==> src/rtl/systolic_tile_sequencer.sv <==
// Sequencer for a weight-stationary systolic tile: loads weight rows, streams
// activation rows, drains the array, then clears and reports the result.
module systolic_tile_sequencer #(
  parameter int BM_NUM    = 4,
  parameter int BN_NUM    = 10,
  parameter int ACCU_NUM  = 5,
  parameter int BW_ACT    = 8,
  parameter int BW_WET    = 8,
  parameter int DRAIN_CYC = BM_NUM + 2
) (
  input  logic                       clk,
  input  logic                       reset_n,
  input  logic                       start,
  input  logic [15:0]                k_tiles,
  output logic                       busy,
  output logic                       done,
  input  logic                       wet_valid,
  output logic                       wet_ready,
  input  logic [BM_NUM*BW_WET-1:0]   wet_row,
  input  logic                       act_valid,
  output logic                       act_ready,
  input  logic [ACCU_NUM*BW_ACT-1:0] act_row,
  output logic                       PE_mac_enable,
  output logic                       PE_clear_acc,
  output logic                       PE_weight_partial_sel,
  output logic [ACCU_NUM*BW_ACT-1:0] PE_act_in,
  output logic [BM_NUM*BW_WET-1:0]   PE_wet_in,
  output logic                       result_valid
);

  localparam int CNT_W = 16;
  localparam logic [CNT_W-1:0] WLOAD_LAST  = CNT_W'(ACCU_NUM - 1);
  localparam logic [CNT_W-1:0] STREAM_ROWS = CNT_W'(BN_NUM);
  localparam logic [CNT_W-1:0] STREAM_LAST = CNT_W'(BN_NUM + ACCU_NUM - 2);
  localparam logic [CNT_W-1:0] DRAIN_LAST  = CNT_W'(DRAIN_CYC - 1);

  localparam logic [2:0] S_IDLE   = 3'd0;
  localparam logic [2:0] S_WLOAD  = 3'd1;
  localparam logic [2:0] S_STREAM = 3'd2;
  localparam logic [2:0] S_DRAIN  = 3'd3;
  localparam logic [2:0] S_CLEAR  = 3'd4;
  localparam logic [2:0] S_RESULT = 3'd5;

  logic [2:0]                 state;
  logic [CNT_W-1:0]           cnt;
  logic [15:0]                k_rem;
  logic                       zero_done;
  logic                       accepting;
  logic                       advance;
  logic [ACCU_NUM*BW_ACT-1:0] act_src;
  logic [BM_NUM*BW_WET-1:0]   wet_src;

  always_comb begin
    accepting = (state == S_STREAM) && (cnt < STREAM_ROWS);
    advance   = ((state == S_WLOAD) && wet_valid) ||
                ((state == S_STREAM) && (!accepting || act_valid)) ||
                (state == S_DRAIN);
    // Flush and drain cycles inject zero rows so nothing stale reaches the PEs
    act_src   = accepting ? act_row : '0;
    wet_src   = (state == S_WLOAD) ? wet_row : '0;
  end

  assign busy                  = (state != S_IDLE);
  assign done                  = (state == S_RESULT) || zero_done;
  assign result_valid          = (state == S_RESULT);
  assign wet_ready             = (state == S_WLOAD);
  assign act_ready             = accepting;
  assign PE_mac_enable         = advance;
  assign PE_clear_acc          = (state == S_IDLE) || (state == S_CLEAR) || (state == S_RESULT);
  assign PE_weight_partial_sel = !((state == S_STREAM) || (state == S_DRAIN));

  always_ff @(posedge clk or negedge reset_n) begin
    if (!reset_n) begin
      state     <= S_IDLE;
      cnt       <= '0;
      k_rem     <= '0;
      zero_done <= 1'b0;
    end else begin
      zero_done <= 1'b0;
      case (state)
        S_IDLE: begin
          if (start) begin
            if (k_tiles == 16'd0) begin
              zero_done <= 1'b1;
            end else begin
              state <= S_WLOAD;
              k_rem <= k_tiles;
              cnt   <= '0;
            end
          end
        end
        S_WLOAD: begin
          if (advance) begin
            if (cnt == WLOAD_LAST) begin
              state <= S_STREAM;
              cnt   <= '0;
            end else begin
              cnt <= cnt + 1'b1;
            end
          end
        end
        S_STREAM: begin
          if (advance) begin
            if (cnt == STREAM_LAST) begin
              cnt <= '0;
              if (k_rem > 16'd1) begin
                k_rem <= k_rem - 16'd1;
                state <= S_WLOAD;
              end else begin
                state <= S_DRAIN;
              end
            end else begin
              cnt <= cnt + 1'b1;
            end
          end
        end
        S_DRAIN: begin
          if (cnt == DRAIN_LAST) begin
            state <= S_CLEAR;
            cnt   <= '0;
          end else begin
            cnt <= cnt + 1'b1;
          end
        end
        S_CLEAR:  state <= S_RESULT;
        S_RESULT: state <= S_IDLE;
        default:  state <= S_IDLE;
      endcase
    end
  end

  // ---- skew stage: lane i sits i advance steps behind lane 0 ----
  for (genvar i = 0; i < ACCU_NUM; i++) begin : g_act_skew
    logic [BW_ACT-1:0] line [0:i];
    always_ff @(posedge clk or negedge reset_n) begin
      if (!reset_n) begin
        for (int d = 0; d <= i; d++) line[d] <= '0;
      end else if (advance) begin
        line[0] <= act_src[i*BW_ACT +: BW_ACT];
        for (int d = 1; d <= i; d++) line[d] <= line[d-1];
      end
    end
    assign PE_act_in[i*BW_ACT +: BW_ACT] = line[i];
  end

  for (genvar j = 0; j < BM_NUM; j++) begin : g_wet_skew
    logic [BW_WET-1:0] line [0:j];
    always_ff @(posedge clk or negedge reset_n) begin
      if (!reset_n) begin
        for (int d = 0; d <= j; d++) line[d] <= '0;
      end else if (advance) begin
        line[0] <= wet_src[j*BW_WET +: BW_WET];
        for (int d = 1; d <= j; d++) line[d] <= line[d-1];
      end
    end
    assign PE_wet_in[j*BW_WET +: BW_WET] = line[j];
  end

endmodule

==> config.mk <==
export PLATFORM = sky130hd
export DESIGN_NAME = systolic_tile_sequencer
export DESIGN_NICKNAME = d
export VERILOG_FILES = /design/src/rtl/systolic_tile_sequencer.sv
export SDC_FILE = /design/constraint.sdc
export NUM_CORES = 1
export LEC_CHECK = 0
export BUFFER_PORTS_ARGS = -buffer_cell sky130_fd_sc_hd__buf_2
export CAP_MARGIN = 30
export CORE_ASPECT_RATIO = 1.4
export CORE_MARGIN = 4
export CORE_UTILIZATION = 55
export CTS_CLUSTER_DIAMETER = 80
export DETAILED_ROUTE_END_ITERATION = 16
export PLACE_DENSITY = 0.78
export SLEW_MARGIN = 0
export SYNTH_ARGS = -nofsm -noshare
export SYNTH_HDL_FRONTEND = slang
export SYNTH_SLANG_ARGS = --single-unit
==> constraint.sdc <==
create_clock -name clk -period 2.9 [get_ports clk]
set_input_delay 0.435 -clock clk [delete_from_list [all_inputs] [get_ports clk]]
set_output_delay 0.435 -clock clk [all_outputs]
set_load 0.02 [all_outputs]
==> flow_results.org, run 1 <==
** Yosys
- The average instance in the mapped netlist occupies 12.3 um2.
- After technology mapping, the gate count stands at 927.
- Of the post-synthesis cell area, the part taken by muxes is 23.1%.
- Portion of the post-synthesis area used by sequential elements :: 51.9%
- Main synth FF type :: sky130_fd_sc_hd__dfrtp_1
- Complex-gate fraction of the synthesized area :: 6.42%
- Post-synthesis share of cell area spent on and, or, nand and nor gates :: 8.81%
- After synthesis, the netlist uses 68 different library cells.
- After Yosys synthesis, XOR and XNOR cells account for 0.0770% of the synthesized area.
- Largest family of logic cells by synthesized area :: multiplexers
- In this run, synthesis produced a sequential element count of 236.
- Fraction of registers with async set or reset after synthesis :: 100%
- Adder and majority gate portion of the synthesized area :: 0.550%
- EDFF count, synth :: 0
- Net count of the mapped netlist :: 1025
- Total number of yosys warnings :: 0
- In this run the cell area of the synthesized design comes to 11400 um2.

** Finish
- Compared with the post-synthesis result, the final layout area differs by 13.3%.
- Summing all flip-flop and latch instances after layout gives 5910 um2.
- Number of filler cells placed in the layout :: 1558
- In the final layout, the multi-input gates occupy 4460 um2.
- Share of cells above drive strength 1 :: 36.1%
- At the end of the flow, the number of nets in the layout was 1144.

** Power and ir drop
- Share of total power in sequential cells :: 35.7%
- Combinational cells account for 42.0% of the total power.
- Design Power :: 13.7 mW
- Leakage Power :: 6.64 nW
- IR analysis of the VDD net gives a maximum drop of 0.869 mV.
- Share of total power consumed by net switching :: 36.3%
- NetSw :: 4.98 mW
- Part of the total power dissipated in the clock network :: 22.3%
- Cell Int Power :: 8.74 mW
- Power density of the placed cells :: 1060 nW/um2

** STA
- The number of max-slew violations in the final report came to 0.
- Unrepaired setup endpoints after global routing :: no
- Hold is met by 0.162 ns.
- The final critical path takes up 95.3% of the cycle.
- Setup violations remaining at the end of the flow were counted as 0.
- The worst path needs 2.76 ns of the cycle, external delays included.
- Maximum clock skew at final layout :: 0.0118 ns
- Timing-limited maximum frequency :: 0.362 GHz
- Across all setup checks in the final design, the least slack found is 0.135 ns.
- Total count of hold-check failures in the final report :: 0
- In this run the tightest slew margin relative to its limit is 37.2%.
- Final sum of negative setup slack :: 0 ns
- At the pin with the least slew margin, the transition time is 0.938 ns.

** CTS
- Clk Latency, worst-skew pair :: 0.51 ns
- The clock passes through at most 3 buffers.
- CTS clk-pin slew, worst paths :: 0.06 ns
- Clk Tree Root Cell :: sky130_fd_sc_hd__clkbuf_16
- In this run the number of H-tree levels came out at 1.
- Clock net sink count :: 236
- TritonCTS built the clock tree.
- Number of buffers inserted during clock tree synthesis :: 24
- Post-CTS timing repair inserted 0 buffers for setup.

** Worst setup path
- Of all nets on the critical path, the largest fanout is 29.
- For the worst flop-to-flop path, the logic depth is 7.
- STA classifies the critical path endpoint as a primary output.
- Arrival time at the worst endpoint :: 2.33 ns
- Crit Reg-Reg Startpoint :: cnt[1]
- Worst setup path startpoint :: state[0]
- Critical Path Start Type :: register
- The critical path in this run is classified as reg2out.
- Following the worst setup path forward leads to its endpoint at act_ready.
- Register-to-Register Setup Slack :: 0.43 ns
- Data required time of the worst path :: 2.47 ns
- End of the worst register-to-register path :: cnt[3]

** Floorplanning
- In this run the horizontal extent of the chip is 130 um.
- Initial Util :: 55.8%
- Top-level I/O count :: 173
- The floorplan step set the die height to 178 um.
- Cell Rows :: 62
- The die covers 23100 um2.
- The core region is 20400 um2.

** Min path
- Worst min-delay path category :: in2reg
- The worst hold path begins at act_row[4].

** Placement
- Prior to clock tree synthesis, the placed netlist has a worst setup slack of 0.469 ns.
- Detailed placement ended at an HPWL of 15400 um.
- The congestion estimate from routability-driven global placement came to 0.889.
- The count of buffers added on input and output ports is 172.

** Global routing
- Largest net degree at the start of global routing :: 94
- In this run the most used layer during global routing was met2.
- Via count of the first global-routing pass :: 7351
- Met1 Use GR :: 26.2%
- Global-route wire length before repair :: 37100 um
- For met3 alone, demand over resource in global routing was 2.70%.
- Initial antenna violation count :: 2
- Summed over all layers, the global routing overflow is 0.
- Global-route usage over all layers :: 19.6%
- For met2 alone, demand over resource in global routing was 33.2%.

** Job
- Across the run, the number of max-cap violations was 0.

** Detailed routing
- Routed wire length :: 22600 um
- Routed length per placed instance :: 17.1 um
- DRC violations left :: 0
- The pre-antenna-repair detailed-routing pass consisted of 5 iterations.
- Using the TritonRoute via totals, the vias-per-cell ratio works out to 5.41.
- The count of nets left with antenna violations once routing finished came out at 0.
- The detailed router finished its first iteration with 559 violations.
- Total via count in the routed design :: 7137

** Run status
- Status :: completed
[power by group through the flow]
stage / clock network [mW] / registers [mW] / logic (mW)
floorplan: 0 / 4.76 / 5.00
global placement: 0 / 4.89 / 5.65
detailed placement: 0 / 4.94 / 5.77
CTS: 3.15 / 4.90 / 5.81
global route: 3.28 / 5.02 / 6.22
finish: 3.07 / 4.90 / 5.76
[metal layers]
metal / vias up / wire, um
met4: 0 / 604
met3: 47 / 1160
met1: 3536 / 9520
met2: 192 / 11400
met5: - / 0
li1: 3362 / -
[state kept, by name, indices dropped and copies added (netlist names)]
signal and count:
k_rem 16, g_act_skew.line 88, g_wet_skew.line 56, PE_wet_in 24, cnt 16, PE_act_in 32
state 3, zero_done 1
[worst min-delay path by stage]
stage	to	slack, ns	cells past startpoint
after floorplan	PE_act_in[10]	0.14	0
after global routing	g_act_skew[0].line[4]	0.14	3
after global placement	PE_wet_in[11]	0.48	1
after CTS	g_act_skew[1].line[13]	0.14	3
after detailed placement	PE_wet_in[15]	0.49	1
final	g_act_skew[0].line[4]	0.16	3
[placed cells by master (no fill, tap or decap), types with 13 or more instances in the layout]
master / instances
sky130_fd_sc_hd__buf_2: 171
sky130_fd_sc_hd__clkbuf_16: 25
sky130_fd_sc_hd__inv_1: 87
sky130_fd_sc_hd__mux2_4: 118
sky130_fd_sc_hd__nor3_1: 13
sky130_fd_sc_hd__nand2_1: 97
sky130_fd_sc_hd__o21ai_0: 16
sky130_fd_sc_hd__nor2_1: 30
sky130_fd_sc_hd__buf_4: 17
sky130_fd_sc_hd__dfrtp_1: 236
sky130_fd_sc_hd__mux2i_1: 73
[kinds of logic after synthesis]
logic type	count (synthesis)
and+or+nand+nor	201
xor gates and xnor gates	1
muxes	202
AOI/OAI and AO/OA	94
DFF	236
adders and majority gates	5
buffers and inverters	188
[what timing repair did]
item                       in CTS  in global routing
resized for setup               0                  1
hold endpoints to repair       89                  0
hold buffers                    1                  0
setup endpoints to repair       0                  1
[stage by stage]
stage                     instances  cell area, um2  util [%]
after floorplan                 927           11400         -
after global placement         1275           12100      59.3
after detailed placement       1275           12100      59.3
after CTS                      1318           12900      63.1
after global routing           1320           12900      63.2
final                          1320           12900      63.2
[cell type report]
cell class	instances	area share (%)
sequential	236	45.8
multi-input combinational	503	34.6
timing repair buffer	194	8.45
clock buffer	33	5.24
inverter	87	2.53
tap	256	2.49
clock inverter	9	0.806
antenna	2	0.0388
[synth_stat cells, types with 4 or more instances]
cell type                   instances  share of area (%)
sky130_fd_sc_hd__and2_1             4               0.22
sky130_fd_sc_hd__mux2i_1           73                6.4
sky130_fd_sc_hd__o21ai_0           16               0.70
sky130_fd_sc_hd__buf_4             57                3.8
sky130_fd_sc_hd__dfrtp_1          236                 52
sky130_fd_sc_hd__ha_1               5               0.55
sky130_fd_sc_hd__a22o_1            11               0.85
sky130_fd_sc_hd__nor4_2             5               0.55
sky130_fd_sc_hd__a31oi_1            4               0.22
sky130_fd_sc_hd__buf_6             13                1.3
sky130_fd_sc_hd__nor4_1             5               0.27
sky130_fd_sc_hd__mux2_2            11                1.1
sky130_fd_sc_hd__inv_1             87                2.9
sky130_fd_sc_hd__a21oi_1            8               0.35
sky130_fd_sc_hd__nor2b_1            4               0.22
sky130_fd_sc_hd__clkbuf_1          12               0.40
sky130_fd_sc_hd__mux2_4           118                 16
sky130_fd_sc_hd__o21ai_1            4               0.18
sky130_fd_sc_hd__buf_2             17               0.75
sky130_fd_sc_hd__nand2_1           97                3.2
sky130_fd_sc_hd__nor3_1            14               0.62
sky130_fd_sc_hd__and3_1             6               0.33
sky130_fd_sc_hd__o2bb2ai_1          5               0.38
sky130_fd_sc_hd__nand3_1            7               0.31
sky130_fd_sc_hd__a211oi_1           6               0.40
sky130_fd_sc_hd__nand2b_1           4               0.22
sky130_fd_sc_hd__nor2_1            31                1.0
sky130_fd_sc_hd__nand4_1            9               0.49
[worst max-delay path, cell delays in order, from the launching register on]
cell and delay [ns]:
sky130_fd_sc_hd__dfrtp_1 0.52, sky130_fd_sc_hd__nor3b_2 0.27, sky130_fd_sc_hd__buf_4 0.33, sky130_fd_sc_hd__nand2_1 0.15
sky130_fd_sc_hd__nor2_4 0.31, sky130_fd_sc_hd__buf_2 0.24
Note: power is estimated with default switching activity, not from simulation.
==> run 2: changes to the inputs <==
--- a/config.mk
+++ b/config.mk
@@ -9,10 +9,10 @@
 export CAP_MARGIN = 30
 export CORE_ASPECT_RATIO = 1.4
 export CORE_MARGIN = 4
-export CORE_UTILIZATION = 55
+export CORE_UTILIZATION = 57
 export CTS_CLUSTER_DIAMETER = 80
 export DETAILED_ROUTE_END_ITERATION = 16
-export PLACE_DENSITY = 0.78
+export PLACE_DENSITY = 0.8
 export SLEW_MARGIN = 0
 export SYNTH_ARGS = -nofsm -noshare
 export SYNTH_HDL_FRONTEND = slang
==> run 2 against run 1 <==
Against the previous run:
- final cell count fell by 0.53%
- highest routed layer unchanged
- largest power group unchanged
- total power rose by 1.8%
- die area decreased by 3.3%
- setup slack worse by 0.035 ns
- critical path type unchanged
==> flow_results.org, run 2 (same netlist as run 1, synthesis figures left out) <==
** Finish
- Max FFs per register :: 88
- After filler insertion, the fill cell instance count of the layout stands at 1412.
- Once layout is complete, the cells apart from fillers number 1313.
- Combined area of the multi-input logic cells :: 4460 um2
- Ranked by flip-flop count, first place goes to g_act_skew.line.
- Synth-to-Final Area Change :: 14.0%
- Highest-count cells in the layout ignoring fill and taps :: sky130_fd_sc_hd__dfrtp_1, sky130_fd_sc_hd__buf_2, sky130_fd_sc_hd__mux2_4, sky130_fd_sc_hd__nand2_1, sky130_fd_sc_hd__inv_1
- Total area of sequential cells :: 5910 um2
- In the final design database the tool counted 1145 nets.
- Most common cell after layout, fill and taps aside :: sky130_fd_sc_hd__dfrtp_1
- Cells with a size suffix above 1 make up 36.4% of the layout.

** Detailed routing
- Routed length per placed instance :: 17.2 um
- In this run the remaining antenna-violating nets after routing total 0.
- Vias per cell :: 5.47
- Total via count in the routed design :: 7182
- For this block, the routed nets add up to 22500 um of wire.
- For this run, design rule violations remaining after detail routing come to 0.
- The first routing iteration left 571 violations.
- 1st-pass router iterations :: 4

** STA
- Timing-limited maximum frequency :: 0.357 GHz
- The number of hold-slack violations in the final timing report came to 0.
- The worst path in the final design needs a cycle of 2.80 ns, including I/O delays and setup.
- Setup violations remaining at the end of the flow were counted as 0.
- In this run the tightest slew margin relative to its limit is 37.1%.
- Final worst-path cycle share :: 96.5%
- At the pin with the least slew margin, the transition time is 0.940 ns.
- The number of max-slew violations in the final report is 0.
- Maximum clock skew at final layout :: 0.0109 ns

** Power and ir drop
- Share of total power consumed by net switching :: 35.9%
- Of the total power, registers draw 35.1%.
- Combinational logic burns 41.4% of the power.
- In this run the power density over the cells is 1080 nW/um2.
- Cell Int Power :: 8.95 mW
- The analysis attributes to net switching a power of 5.02 mW.
- Peak ir drop on the vdd network :: 1.06 mV
- After layout, the design draws a total of 14.0 mW.
- Part of the total power dissipated in the clock network :: 23.4%
- Leakage Power :: 6.68 nW

** CTS
- In this run the number of H-tree levels came out at 1.
- Post-CTS repair timing setup buffer count :: 0
- Clock tree from TritonCTS :: yes
- Number of buffers inserted during clock tree synthesis :: 24
- At the later pin of the worst-skew pair, clock insertion delay measures 0.50 ns.
- Clock tree synthesis selected as its root buffer the cell sky130_fd_sc_hd__clkbuf_16.
- CTS clk-pin slew, worst paths :: 0.06 ns
- Clock net sink count :: 236
- The longest clock path from root to sink contains 3 buffers.

** Global routing
- For this run, the total global-route usage over all layers was measured as 20.1%.
- Global-route wire length before repair :: 37300 um
- The via count of the first global-routing pass is 7347.
- Largest net degree at the start of global routing :: 108
- Summed over all layers, the global routing overflow is 0.
- The number of antenna violations at the first check in global routing was 1.

** Floorplanning
- Top-level I/O count :: 173
- The floorplan has 60 rows.
- The floorplan step set the die height to 175 um.
- In this run the standard cell core region covers 19400 um2.
- The die covers 22300 um2.
- Initial Util :: 58.5%
- Horiz. Die Dim :: 127 um

** Placement
- HPWL after detailed placement :: 15400 um
- Port buffering added 172 buffers.
- Routability-driven placement congestion ratio :: 0.917
- Placed cell count :: 1268

** Worst setup path
- WS Path Type :: reg2out
- Arrival time at the worst endpoint :: 2.36 ns
- The worst setup path is launched from a register.
- Maximum fanout count along the critical path :: 27
- Setup slack on the worst reg-to-reg path comes out at 0.45 ns.
- Data required time of the worst path :: 2.47 ns
- Category of the worst setup path capture point :: primary output

** Run status
- Status :: completed

** Job
- Number of max-cap violations :: 0

** Min path
- The min-delay analysis places its worst path in the category in2reg.
run 2: cell types whose count changed in the layout (fill, tap and decap cells not counted), sizes merged:
cell and change:
buf +1, bufinv +2, clkbuf -2, clkinv +1
diode -1
run 2: area by class of cell:
type | instances | share of cell area, %
timing repair buffer | 195 | 8.64
antenna | 1 | 0.0193
tap | 248 | 2.39
inverter | 87 | 2.52
clock buffer | 31 | 5.15
clock inverter | 12 | 1.33
sequential | 236 | 45.5
multi-input combinational | 503 | 34.4
run 2: metal layers:
layer / GRT usage [%] / wire length (um) / up-vias / part of all wire [%]
li1: - / - / 3369 / -
met1: 27.4 / 9760 / 3550 / 43
met2: 32.8 / 11000 / 223 / 49
met3: 3.09 / 1200 / 40 / 5.3
met4: 7.11 / 618 / 0 / 2.7
met5: 0 / 0 / - / 0
run 2: timing repair:
item / CTS / global route
hold endpoints to repair: 58 / 0
gates resized for setup: 0 / 1
hold buffers: 1 / 0
endpoints found under the setup margin: 0 / 1
run 2: path summary, 6_finish.rpt:
check | start | to | depth (start not counted)
max in group asynchronous | reset_n | g_act_skew[3].line[27] | 3
min | act_row[15] | g_act_skew[1].line[15] | 3
max | cnt[6] | PE_mac_enable | 6
min reg2reg | g_wet_skew[2].line[20] | g_wet_skew[2].line[12] | 1
max reg2reg | state[1] | PE_act_in[13] | 6
min in group asynchronous | reset_n | k_rem[2] | 2
run 2: power groups by stage:
stage | Combinational (mW) | Sequential, mW | Clock [mW]
final | 5.79 | 4.91 | 3.27
after global placement | 5.64 | 4.90 | 0
after detailed placement | 5.78 | 4.95 | 0
after global routing | 6.21 | 5.04 | 3.50
after CTS | 5.82 | 4.91 | 3.33
after floorplan | 5.00 | 4.76 | 0
run 2: stage by stage:
step	hold slack (ns)	setup slack (ns)	instance area [um2]	util, %	TNS, ns
3_3_place_gp	0.483	0.443	12100	62.3	0
3_5_place_dp	0.488	0.405	12100	62.3	0
6_report	0.166	0.101	13000	66.7	0
5_1_grt	0.155	-0.00557	13000	66.7	-0.00557
2_1_floorplan	0.139	0.832	11400	-	0
4_1_cts	0.150	0.0468	13000	66.7	0
run 2: worst max-delay path, cell delays in order (launching register included):
cell	delay [ns]
sky130_fd_sc_hd__dfrtp_1	0.47
sky130_fd_sc_hd__nor4_4	0.41
sky130_fd_sc_hd__nand3_2	0.24
sky130_fd_sc_hd__o21ai_2	0.24
sky130_fd_sc_hd__a21oi_4	0.10
sky130_fd_sc_hd__buf_12	0.18
sky130_fd_sc_hd__buf_2	0.19
==> run 3: changes to the inputs <==
--- a/config.mk
+++ b/config.mk
@@ -8,7 +8,6 @@
 export BUFFER_PORTS_ARGS = -buffer_cell sky130_fd_sc_hd__buf_2
 export CAP_MARGIN = 30
 export CORE_ASPECT_RATIO = 1.4
-export CORE_MARGIN = 4
 export CORE_UTILIZATION = 57
 export CTS_CLUSTER_DIAMETER = 80
 export DETAILED_ROUTE_END_ITERATION = 16
==> run 3 against run 2 <==
Against the previous run:
- final area fell by 0.20%
- fmax up 4.0%
- clock power shrank 5%
==> flow_results.org, run 3 (same netlist as run 1, synthesis figures left out) <==
** CTS
- The clock drives 236 sinks.
- In this run the post-CTS setup repair buffer count came out at 0.
- CTS clk-pin slew, worst paths :: 0.06 ns
- Clk Latency, worst-skew pair :: 0.50 ns
- CTS Buffer Depth :: 3
- Clk Tree Root Cell :: sky130_fd_sc_hd__clkbuf_16
- Hold bufs inserted after CTS :: 1
- Depth of the CTS H-tree :: 1
- Post-CTS repair changed the size of 0 cells.
- In this run, CTS created clock tree buffers numbering 23.
- TritonCTS built the clock tree.

** Placement
- Routability-driven placement congestion ratio :: 0.893
- Summed over all nets, the half-perimeter wirelength after detailed placement is 15400 um.
- Prior to clock tree synthesis, the placed netlist has a worst setup slack of 0.515 ns.
- Port buffering added 172 buffers.

** Detailed routing
- Routed wire length :: 22300 um
- In this run the remaining antenna-violating nets after routing total 0.
- For this run, the detailed router's first-pass iteration total came to 4.
- Initial drt markers :: 389
- Total via count in the routed design :: 7165
- Vias per cell :: 5.46
- DRC violations left :: 0
- Dividing the detail-routed wire length by the instance count gives 17.0 um.

** Power and ir drop
- Summed over all nets, the switching power comes to 4.99 mW.
- Peak ir drop on the vdd network :: 0.832 mV
- Share of total power in sequential cells :: 35.2%
- Power density of the placed cells :: 1070 nW/um2
- In this run, the combinational gates consume 42.4% of the power.
- Cell Int Power :: 8.85 mW
- Share of total power consumed by net switching :: 36.1%
- In this run the static leakage power is 6.68 nW.
- Part of the total power dissipated in the clock network :: 22.4%

** STA
- Dividing the final minimum period by the clock period gives 92.8%.
- The number of max-slew violations in the final report came to 0.
- Min cycle time layout :: 2.69 ns
- Maximum clock skew at final layout :: 0.0106 ns
- Setup repair after global routing left no endpoint under its margin.
- Total count of hold-check failures in the final report :: 0
- Timing-limited maximum frequency :: 0.372 GHz
- Setup violations remaining at the end of the flow were counted as 0.
- The worst pin sits at a relative slew slack of 49.3%.
- Final sum of negative setup slack :: 0 ns
- Transition time of the tightest slew-check pin :: 0.760 ns
- Minimum setup slack in the final design :: 0.209 ns

** Global routing
- Initial antenna violation count :: 2
- Via count of the first global-routing pass :: 7239
- Global-route usage over all layers :: 22.2%
- The first global-routing pass estimated 36600 um of wire.
- Overflow left after global routing :: 0
- Entering global routing, the biggest net connects 98 pins.

** Finish
- Register bank with the most flops :: g_act_skew.line
- Max FFs per register :: 88
- Number of filler cells placed in the layout :: 1408
- Cells with a size suffix above 1 make up 36.2% of the layout.
- Number of nets in the layout :: 1146
- Combined area of the multi-input logic cells :: 4460 um2
- Synth-to-Final Area Change :: 13.8%
- Most common cell after layout, fill and taps aside :: sky130_fd_sc_hd__dfrtp_1
- Highest-count cells in the layout ignoring fill and taps :: sky130_fd_sc_hd__dfrtp_1, sky130_fd_sc_hd__buf_2, sky130_fd_sc_hd__mux2_4, sky130_fd_sc_hd__nand2_1, sky130_fd_sc_hd__inv_1
- Across the whole layout, storage elements account for 5910 um2.

** Worst setup path
- Data arrives at the worst endpoint at 2.26 ns.
- Data required time of the worst path :: 2.47 ns
- Maximum fanout count along the critical path :: 29
- WS Path Type :: reg2out
- STA classifies the critical path endpoint as a primary output.
- The worst setup path is launched from a register.

** Floorplanning
- Top-level I/O count :: 173
- Once the floorplan was initialized, standard cells occupied 58.7% of the core.
- Die Footprint :: 20500 um2
- Cell Rows :: 60
- Horiz. Die Dim :: 121 um
- In this run the vertical extent of the chip is 169 um.
- Placeable core region :: 19400 um2

** Run status
- Status :: completed

** Job
- Across the run, the number of max-cap violations was 0.

** Min path
- The min-delay analysis places its worst path in the category in2reg.
## run 3: path summary, 6_finish.rpt
kind	start	end	slack, ns	depth (start not counted)
max in group asynchronous	reset_n	g_act_skew[3].line[12]	1.62	3
setup reg to reg	cnt[3]	g_wet_skew[2].line[11]	0.51	6
hold / removal	act_row[4]	g_act_skew[0].line[4]	0.17	3
hold reg to reg	g_wet_skew[3].line[25]	g_wet_skew[3].line[17]	0.50	1
min in group asynchronous	reset_n	PE_wet_in[22]	0.56	2
setup / recovery	state[2]	act_ready	0.21	5
## run 3: critical path, stage by stage (launching register included)
cell,delay [ns]
sky130_fd_sc_hd__dfrtp_1,0.49
sky130_fd_sc_hd__nor3b_2,0.22
sky130_fd_sc_hd__buf_4,0.32
sky130_fd_sc_hd__nand2_1,0.15
sky130_fd_sc_hd__nor2_4,0.34
sky130_fd_sc_hd__buf_2,0.24
## run 3: metal layers
layer  routed length [um]  vias to the layer above  track usage (%)
met4                  515                        2             7.57
met5                   13                        -                0
met2                11200                      204             37.5
met1                 9490                     3562             28.9
met3                 1130                       42             3.66
li1                     -                     3355                -
## run 3: cell type report
cell class,count,area share [%]
antenna,1,0.0193
clock buffer,34,5.23
clock inverter,7,0.880
inverter,87,2.52
multi-input combinational,503,34.5
sequential,236,45.6
tap,248,2.40
timing repair buffer,197,8.87
## run 3: metrics by stage
stage	hold WS (ns)	area (um2)	instances	power, mW	utilization [%]
after floorplan	0.139	11400	927	9.76	-
final	0.172	12900	1313	13.8	66.8
after CTS	0.153	12900	1312	14.0	66.8
after global routing	0.156	12900	1313	14.6	66.8
after global placement	0.484	12100	1270	10.6	62.7
after detailed placement	0.488	12100	1270	10.8	62.7
## run 3: power groups by stage
stage	Clock [mW]	Combinational, mW	Sequential [mW]
2_1_floorplan	0	5.00	4.76
3_3_place_gp	0	5.74	4.86
3_5_place_dp	0	5.88	4.92
4_1_cts	3.18	5.91	4.87
5_1_grt	3.32	6.31	4.99
6_report	3.11	5.87	4.87
